<file path="src/rtl/led_seq_pkg.sv">
// ============================================================================
// Module   : led_seq_pkg
// Purpose  : Shared opcodes, field positions, mode and state encodings for
//            the LED pattern sequencer.
// Revision : 1.0 - initial release
// ============================================================================
`default_nettype none

package led_seq_pkg;

    localparam int unsigned OP_MSB  = 31;
    localparam int unsigned OP_LSB  = 28;
    localparam int unsigned RUN_BIT = 0;

    localparam logic [3:0] OP_PTR    = 4'h1;
    localparam logic [3:0] OP_DATA   = 4'h2;
    localparam logic [3:0] OP_PERIOD = 4'h3;
    localparam logic [3:0] OP_LENGTH = 4'h4;
    localparam logic [3:0] OP_MODE   = 4'h5;
    localparam logic [3:0] OP_SWAP   = 4'h6;
    localparam logic [3:0] OP_RUN    = 4'h7;

    typedef enum logic [1:0] {
        MODE_LOOP     = 2'd0,
        MODE_ONESHOT  = 2'd1,
        MODE_PINGPONG = 2'd2
    } mode_e;

    typedef enum logic [1:0] {
        ST_IDLE = 2'd0,
        ST_RUN  = 2'd1,
        ST_DONE = 2'd2
    } state_e;

    // Encoding 3 is reserved and falls back to looping.
    function automatic mode_e decode_mode(input logic [1:0] field);
        case (field)
            2'd1:    return MODE_ONESHOT;
            2'd2:    return MODE_PINGPONG;
            default: return MODE_LOOP;
        endcase
    endfunction

endpackage

`default_nettype wire

</file>
<file path="src/rtl/led_pattern_bank.sv">
// ============================================================================
// Module   : led_pattern_bank
// Purpose  : Double-buffered pattern store; writes land in the shadow bank,
//            reads come from the active bank, i_swap exchanges the two.
// Revision : 1.0 - initial release
// ============================================================================
`default_nettype none

module led_pattern_bank #(
    parameter int N_COL = 28,
    parameter int DEPTH = 16,
    parameter int AW    = $clog2(DEPTH)
) (
    input  logic             i_clk,
    input  logic             i_rst,
    input  logic             i_we,
    input  logic [AW-1:0]    i_waddr,
    input  logic [N_COL-1:0] i_wdata,
    input  logic             i_swap,
    input  logic [AW-1:0]    i_raddr,
    output logic [N_COL-1:0] o_rdata
);

    logic [N_COL-1:0] r_mem [2][DEPTH];
    logic             r_sel;

    always_ff @(posedge i_clk or posedge i_rst) begin
        if (i_rst) begin
            for (int b = 0; b < 2; b++) begin
                for (int d = 0; d < DEPTH; d++) begin
                    r_mem[b][d] <= '0;
                end
            end
            r_sel <= 1'b0;
        end else begin
            if (i_we) begin
                r_mem[~r_sel][i_waddr] <= i_wdata;
            end
            if (i_swap) begin
                r_sel <= ~r_sel;
            end
        end
    end

    assign o_rdata = r_mem[r_sel][i_raddr];

endmodule

`default_nettype wire

</file>
<file path="src/rtl/led_pattern_sequencer.sv">
// ============================================================================
// Module   : led_pattern_sequencer
// Purpose  : Steps through a bank of LED column patterns with programmable
//            dwell in loop, one-shot or ping-pong mode.
// Revision : 1.0 - initial release
// ============================================================================
`default_nettype none

module led_pattern_sequencer
    import led_seq_pkg::*;
#(
    parameter int N_COL    = 28,
    parameter int DEPTH    = 16,
    parameter int PERIOD_W = 16
) (
    input  logic             i_clk,
    input  logic             i_rst,
    input  logic             i_ena,
    input  logic             i_prm_we,
    input  logic [31:0]      i_prm,
    output logic [N_COL-1:0] o_column,
    output logic             o_toggle_sync,
    output logic             o_head_flag,
    output logic             o_busy,
    output logic             o_swap_pending
);

    localparam int c_AW = $clog2(DEPTH);
    localparam int c_LW = c_AW + 1;
    localparam logic [c_LW-1:0]     c_DEPTH_L = c_LW'(DEPTH);
    localparam logic [PERIOD_W-1:0] c_PER_ONE = PERIOD_W'(1);

    state_e              r_state, w_state;
    mode_e               r_mode, w_mode, r_stg_mode, w_stg_mode;
    logic [c_AW-1:0]     r_idx, w_idx, r_wptr, w_wptr;
    logic [PERIOD_W-1:0] r_dwell, w_dwell, r_period, w_period, r_stg_period, w_stg_period;
    logic [c_LW-1:0]     r_len, w_len, r_stg_len, w_stg_len;
    logic                r_dir_up, w_dir_up, r_swap_pending, w_swap_pending, r_step, w_step;
    logic                w_we, w_swap, w_boundary, w_last, w_dwell_done;
    logic                w_cmd_start, w_cmd_stop, w_cmd_swap;
    logic [3:0]          w_op;
    logic [c_LW-1:0]     w_arg_len;
    logic [PERIOD_W-1:0] w_arg_per;
    logic [N_COL-1:0]    w_rdata;
    logic [N_COL-1:0]    r_column;
    logic                r_toggle, r_head, r_busy;

    led_pattern_bank #(
        .N_COL (N_COL),
        .DEPTH (DEPTH),
        .AW    (c_AW)
    ) u_bank (
        .i_clk   (i_clk),
        .i_rst   (i_rst),
        .i_we    (w_we),
        .i_waddr (r_wptr),
        .i_wdata (i_prm[N_COL-1:0]),
        .i_swap  (w_swap),
        .i_raddr (r_idx),
        .o_rdata (w_rdata)
    );

    assign w_op         = i_prm[OP_MSB:OP_LSB];
    assign w_arg_len    = i_prm[c_AW:0];
    assign w_arg_per    = i_prm[PERIOD_W-1:0];
    assign w_cmd_start  = i_prm_we && (w_op == OP_RUN) &&  i_prm[RUN_BIT];
    assign w_cmd_stop   = i_prm_we && (w_op == OP_RUN) && !i_prm[RUN_BIT];
    assign w_cmd_swap   = i_prm_we && (w_op == OP_SWAP);
    assign w_last       = ({1'b0, r_idx} == (r_len - c_LW'(1)));
    assign w_dwell_done = (r_dwell == (r_period - c_PER_ONE));

    always_comb begin
        w_state        = r_state;
        w_mode         = r_mode;
        w_stg_mode     = r_stg_mode;
        w_idx          = r_idx;
        w_wptr         = r_wptr;
        w_dwell        = r_dwell;
        w_period       = r_period;
        w_stg_period   = r_stg_period;
        w_len          = r_len;
        w_stg_len      = r_stg_len;
        w_dir_up       = r_dir_up;
        w_swap_pending = r_swap_pending;
        w_step         = 1'b0;
        w_we           = 1'b0;
        w_swap         = 1'b0;
        w_boundary     = 1'b0;

        if (i_prm_we) begin
            case (w_op)
                OP_PTR:    w_wptr = i_prm[c_AW-1:0];
                OP_DATA: begin
                    w_we   = 1'b1;
                    w_wptr = r_wptr + 1'b1;
                end
                OP_PERIOD: w_stg_period = (w_arg_per == '0) ? c_PER_ONE : w_arg_per;
                OP_LENGTH: w_stg_len = ((w_arg_len == '0) || (w_arg_len > c_DEPTH_L)) ?
                                       c_DEPTH_L : w_arg_len;
                OP_MODE:   w_stg_mode = decode_mode(i_prm[1:0]);
                default:   ;
            endcase
        end

        case (r_state)
            ST_RUN: begin
                if (w_cmd_stop) begin
                    w_state = ST_IDLE;
                end else if (!w_cmd_start && i_ena) begin
                    if (!w_dwell_done) begin
                        w_dwell = r_dwell + 1'b1;
                    end else begin
                        w_dwell = '0;
                        case (r_mode)
                            MODE_ONESHOT: begin
                                if (w_last) begin
                                    w_state = ST_DONE;
                                end else begin
                                    w_idx  = r_idx + 1'b1;
                                    w_step = 1'b1;
                                end
                            end
                            MODE_PINGPONG: begin
                                w_step = 1'b1;
                                if (r_len == c_LW'(1)) begin
                                    w_idx = '0;
                                end else if (r_dir_up) begin
                                    if (w_last) begin
                                        w_dir_up = 1'b0;
                                        w_idx    = r_idx - 1'b1;
                                    end else begin
                                        w_idx = r_idx + 1'b1;
                                    end
                                end else if (r_idx == '0) begin
                                    w_dir_up = 1'b1;
                                    w_idx    = r_idx + 1'b1;
                                end else begin
                                    w_idx = r_idx - 1'b1;
                                end
                            end
                            default: begin
                                w_step = 1'b1;
                                w_idx  = w_last ? '0 : r_idx + 1'b1;
                            end
                        endcase
                        w_boundary = w_step && (w_idx == '0);
                    end
                end
            end
            default: begin
                if (w_cmd_stop) begin
                    w_state = ST_IDLE;
                end
            end
        endcase

        if (w_cmd_start) begin
            w_state    = ST_RUN;
            w_idx      = '0;
            w_dwell    = '0;
            w_dir_up   = 1'b1;
            w_step     = 1'b1;
            w_boundary = 1'b1;
        end

        // Staged settings and deferred bank swaps only take effect at idx 0.
        if (w_boundary) begin
            w_period = r_stg_period;
            w_len    = r_stg_len;
            w_mode   = r_stg_mode;
            if (r_swap_pending || w_cmd_swap) begin
                w_swap         = 1'b1;
                w_swap_pending = 1'b0;
            end
        end else if (w_cmd_swap) begin
            if (r_state == ST_RUN) begin
                w_swap_pending = 1'b1;
            end else begin
                w_swap         = 1'b1;
                w_swap_pending = 1'b0;
            end
        end
    end

    always_ff @(posedge i_clk or posedge i_rst) begin
        if (i_rst) begin
            r_state        <= ST_IDLE;
            r_mode         <= MODE_LOOP;
            r_stg_mode     <= MODE_LOOP;
            r_idx          <= '0;
            r_wptr         <= '0;
            r_dwell        <= '0;
            r_period       <= c_PER_ONE;
            r_stg_period   <= c_PER_ONE;
            r_len          <= c_DEPTH_L;
            r_stg_len      <= c_DEPTH_L;
            r_dir_up       <= 1'b1;
            r_swap_pending <= 1'b0;
            r_step         <= 1'b0;
            r_column       <= '0;
            r_toggle       <= 1'b0;
            r_head         <= 1'b0;
            r_busy         <= 1'b0;
        end else begin
            r_state        <= w_state;
            r_mode         <= w_mode;
            r_stg_mode     <= w_stg_mode;
            r_idx          <= w_idx;
            r_wptr         <= w_wptr;
            r_dwell        <= w_dwell;
            r_period       <= w_period;
            r_stg_period   <= w_stg_period;
            r_len          <= w_len;
            r_stg_len      <= w_stg_len;
            r_dir_up       <= w_dir_up;
            r_swap_pending <= w_swap_pending;
            r_step         <= w_step;
            // Display lags the index by one clock so the bank read is registered.
            r_column       <= ((r_state == ST_RUN) && i_ena) ? w_rdata : '0;
            r_toggle       <= r_toggle ^ r_step;
            r_head         <= (r_state == ST_RUN) && (r_idx == '0);
            r_busy         <= (r_state == ST_RUN);
        end
    end

    assign o_column       = r_column;
    assign o_toggle_sync  = r_toggle;
    assign o_head_flag    = r_head;
    assign o_busy         = r_busy;
    assign o_swap_pending = r_swap_pending;

endmodule

`default_nettype wire

</file>
<file path="config.mk">
export PLATFORM = sky130hd
export DESIGN_NAME = led_pattern_sequencer
export DESIGN_NICKNAME = d
export VERILOG_FILES = /design/src/rtl/led_seq_pkg.sv /design/src/rtl/led_pattern_bank.sv /design/src/rtl/led_pattern_sequencer.sv
export SDC_FILE = /design/constraint.sdc
export NUM_CORES = 2
export LEC_CHECK = 0
export ABC_AREA = 1
export ABC_CLOCK_PERIOD_IN_PS = 90000
export CORE_MARGIN = 3
export CORE_UTILIZATION = 50
export CTS_CLUSTER_DIAMETER = 50
export DETAILED_ROUTE_END_ITERATION = 8
export PLACE_DENSITY_LB_ADDON = 0.3
export SYNTH_ARGS = -nofsm -noshare
export SYNTH_HDL_FRONTEND = slang
export SYNTH_SLANG_ARGS = --single-unit
export TNS_END_PERCENT = 50
</file>
<file path="constraint.sdc">
create_clock -name i_clk -period 90 [get_ports i_clk]
set_clock_uncertainty 0.05 [all_clocks]
set_input_delay 13.5 -clock i_clk [delete_from_list [all_inputs] [get_ports i_clk]]
set_output_delay 13.5 -clock i_clk [all_outputs]
set_load 0.02 [all_outputs]
</file>
==> results.txt <==
status = finished clean
die area = 93,110 um^2
max_cap viols = 0
# rows = 109
Seq cells post-synth = 1,003
area share of the largest cell type after synthesis = 55.82%
global route total overflow = 0
kind of critical path = in -> async
worst r2r src = u_bank.r_sel
switching power = 437.4 uW
synth unique cells = 49
top-count cell post-synth = o21ai_0
Post-Syn Nets = 5,314
cells after synthesis = 5,264
Max Clk Rate = 0.05974 GHz
post-synth top area cell = dfrtp_1
Synth async-reset ratio = 100.0%
CTS clock-pin slew for the worst setup and hold paths = 0.06 ns
Mapped Avg Cell Area = 8.499 um^2
Critical Path End Type = async pin
Post-synth EDFFs = 0
Post-DRT Antenna Nets = 0
Slew headroom = 13.18%
post-route cell area = 49,370 um^2
total negative slack = 0 ns
FF-to-FF path depth = 9
fillers = 7,945
final slew viol count = 0
sequential share of power = 39.7%
Mapped Area = 44,740 um^2
Arr. time, crit path = 17.34 ns
Max Buffers Root-to-Sink = 3
# resized after CTS = 0
CTS tree = yes
first-pass GRT wire length = 214,500 um
pre-CTS setup slack = 72.41 ns
drc violations = 0
layout cells sized above 1 = 6.806%
port bufs = 67
hold wc startpoint = r_step
sequential area share after synthesis = 56.11%
combinational fraction of design power = 25.1%
Clock Tree Root = clkbuf_16
Clk pwr share = 35.2%
Post-Route WL = 136,700 um
post-CTS setup buffer count = 0
Setup crit start kind = input pin
P_int = 856.9 uW
most instantiated cells after synthesis = o21ai_0 (1,416), nand2_1 (1,130), dfrtp_1 (998)
setup violators final = 0
worst skew pair latency = 0.69 ns
final worst slack = 73.26 ns
hold_buf cts = 0
Tcrit/Tclk final = 18.60%
HP Class = reg -> reg
gpl congestion = 0.8326
sw frac = 33.79%
yosys warns = 0
DRT Pass-1 Iters = 6
pin count of the biggest net entering global routing = 176
GRT Total Usage = 29.27%
CTS Buf Count = 108
vias in the first global route = 36,105
die width = 305.1 um
post-DR vias/cell = 6.048
Sink Count = 1,003
Tightest Pin Transition = 1.297 ns
PwrDens = 26.21 nW/um^2
core box area = 88,510 um^2
CP max FO = 122
Hold Vio Cnt, Final = 0
DR iter-0 viols = 4,498
DR WL/cell = 21.72 um
minimum clock period = 16.74 ns
hold depth = 1
antenna violations before repair = 4
Placement Cell Area = 45,720 um^2
P&R area growth vs syn = 10.36%
Initial Util = 50.55%
I/O pin count = 68
# nets final = 5,091
Die Ht = 305.1 um
VDD IR max = 0.01932 mV
vias post-DR = 38,060
RSZ-0062 raised after global routing = no
Synth Flop Type = dfrtp_1
Leakage = 21.97 nW
reg2reg end = o_column[12]
hold slack = 0.4017 ns
Worst Hold Endpoint = o_toggle_sync
post-DP HPWL = 73,810 um
Req. time, crit path = 90.60 ns
Antenna Cells = 0
H-tree levels = 3
FF-to-FF setup slack = 85.06 ns
top cells by area, synth = dfrtp_1 (56%), o21ai_0 (16%), nand2_1 (9.5%)
==> kinds of logic after synthesis <==
| logic type | Yosys count | synth area share [%] |
|---|---|---|
| flops | 1003 | 56.11 |
| buf+inv | 593 | 5.190 |
| compound gates | 1788 | 21.82 |
| xor+xnor | 19 | 0.3719 |
| simple gates | 1847 | 16.12 |
| fa+ha+maj | 14 | 0.3915 |
==> worst max path at each step <==
stage | start | cells past startpoint | to | slack (ns)
6_report | i_rst | 5 | u_bank.r_mem[204] | 73.26
5_1_grt | i_rst | 5 | u_bank.r_mem[602] | 72.70
4_1_cts | i_rst | 5 | u_bank.r_mem[602] | 73.14
2_1_floorplan | i_rst | 1 | o_busy | 48.24
3_5_place_dp | i_rst | 5 | u_bank.r_mem[212] | 72.41
3_3_place_gp | i_rst | 5 | u_bank.r_mem[204] | 72.43
==> placed cells by master (no fill, tap or decap), types with 5 or more instances in the layout <==
cell	n
o21ai_0	1416
buf_4	76
o2111ai_1	12
nor4_1	6
inv_1	104
nand2_1	1100
nand4_1	12
inv_6	6
o21a_1	11
nand3_1	47
o21ai_2	17
o32ai_1	5
o22ai_1	164
nor2_2	10
ha_1	14
o211ai_1	47
a311oi_1	17
a31oi_1	16
nor3b_1	8
xor2_1	14
clkbuf_1	24
nand2_2	39
nor2_1	601
clkdlybuf4s50_1	67
nor3_1	11
bufinv_16	11
clkbuf_16	111
o221ai_1	56
o31ai_1	5
clkinv_4	10
xnor2_1	5
a21oi_1	12
clkinv_2	17
inv_2	5
clkbuf_8	13
dfrtp_1	993
dfstp_2	5
==> final cells by class <==
class,count,area [um^2],area share [%]
sequential,1003,25120,50.88
multi-input combinational,3668,17390,35.22
clock buffer,148,3047,6.170
tap,1165,1458,2.952
timing repair buffer,146,1301,2.635
clock inverter,49,609.3,1.234
inverter,114,450.4,0.9123
==> registers in the layout (all words and copies together), names as in the netlist <==
| name | flops |
|---|---|
| r_stg_period | 16 |
| r_step | 1 |
| o_column | 28 |
| o_toggle_sync | 1 |
| r_idx | 4 |
| u_bank.r_sel | 1 |
| r_wptr | 4 |
| r_dwell | 16 |
| r_mode | 2 |
| r_state | 2 |
| r_len | 5 |
| r_stg_mode | 2 |
| o_swap_pending | 1 |
| r_stg_len | 5 |
| o_busy | 1 |
| r_period | 16 |
| r_dir_up | 1 |
| o_head_flag | 1 |
| u_bank.r_mem | 896 |
==> power groups by stage <==
| stage | logic (mW) | registers, mW | clock network (mW) |
|---|---|---|---|
| final | 0.324 | 0.514 | 0.456 |
| after global routing | 0.362 | 0.518 | 0.479 |
| after CTS | 0.320 | 0.513 | 0.460 |
| after detailed placement | 0.318 | 0.520 | 0 |
| after global placement | 0.315 | 0.519 | 0 |
| after floorplan | 0.236 | 0.511 | 0 |
==> layer usage <==
| layer | global-route usage (%) | share of wire [%] | up-vias |
|---|---|---|---|
| met5 | 0 | 0 | - |
| met4 | 10.52 | 3.6 | 0 |
| met3 | 5.224 | 9.0 | 287 |
| met2 | 45.05 | 45 | 1739 |
| met1 | 42.04 | 43 | 18760 |
| li1 | - | - | 17274 |
==> metrics by stage <==
stage | power (mW) | instances | utilization (%)
after floorplan | 0.7472 | 5264 | -
after global placement | 0.8340 | 6096 | 51.65
after detailed placement | 0.8379 | 6096 | 51.65
after CTS | 1.292 | 6293 | 55.78
after global routing | 1.359 | 6293 | 55.78
final | 1.294 | 6293 | 55.78
==> critical path, cell delays in order <==
cell	delay, ns
clkdlybuf4s50_1	0.49
inv_8	0.61
buf_4	0.82
buf_4	0.88
buf_4	0.87
Note: power is estimated with default switching activity, not from simulation.
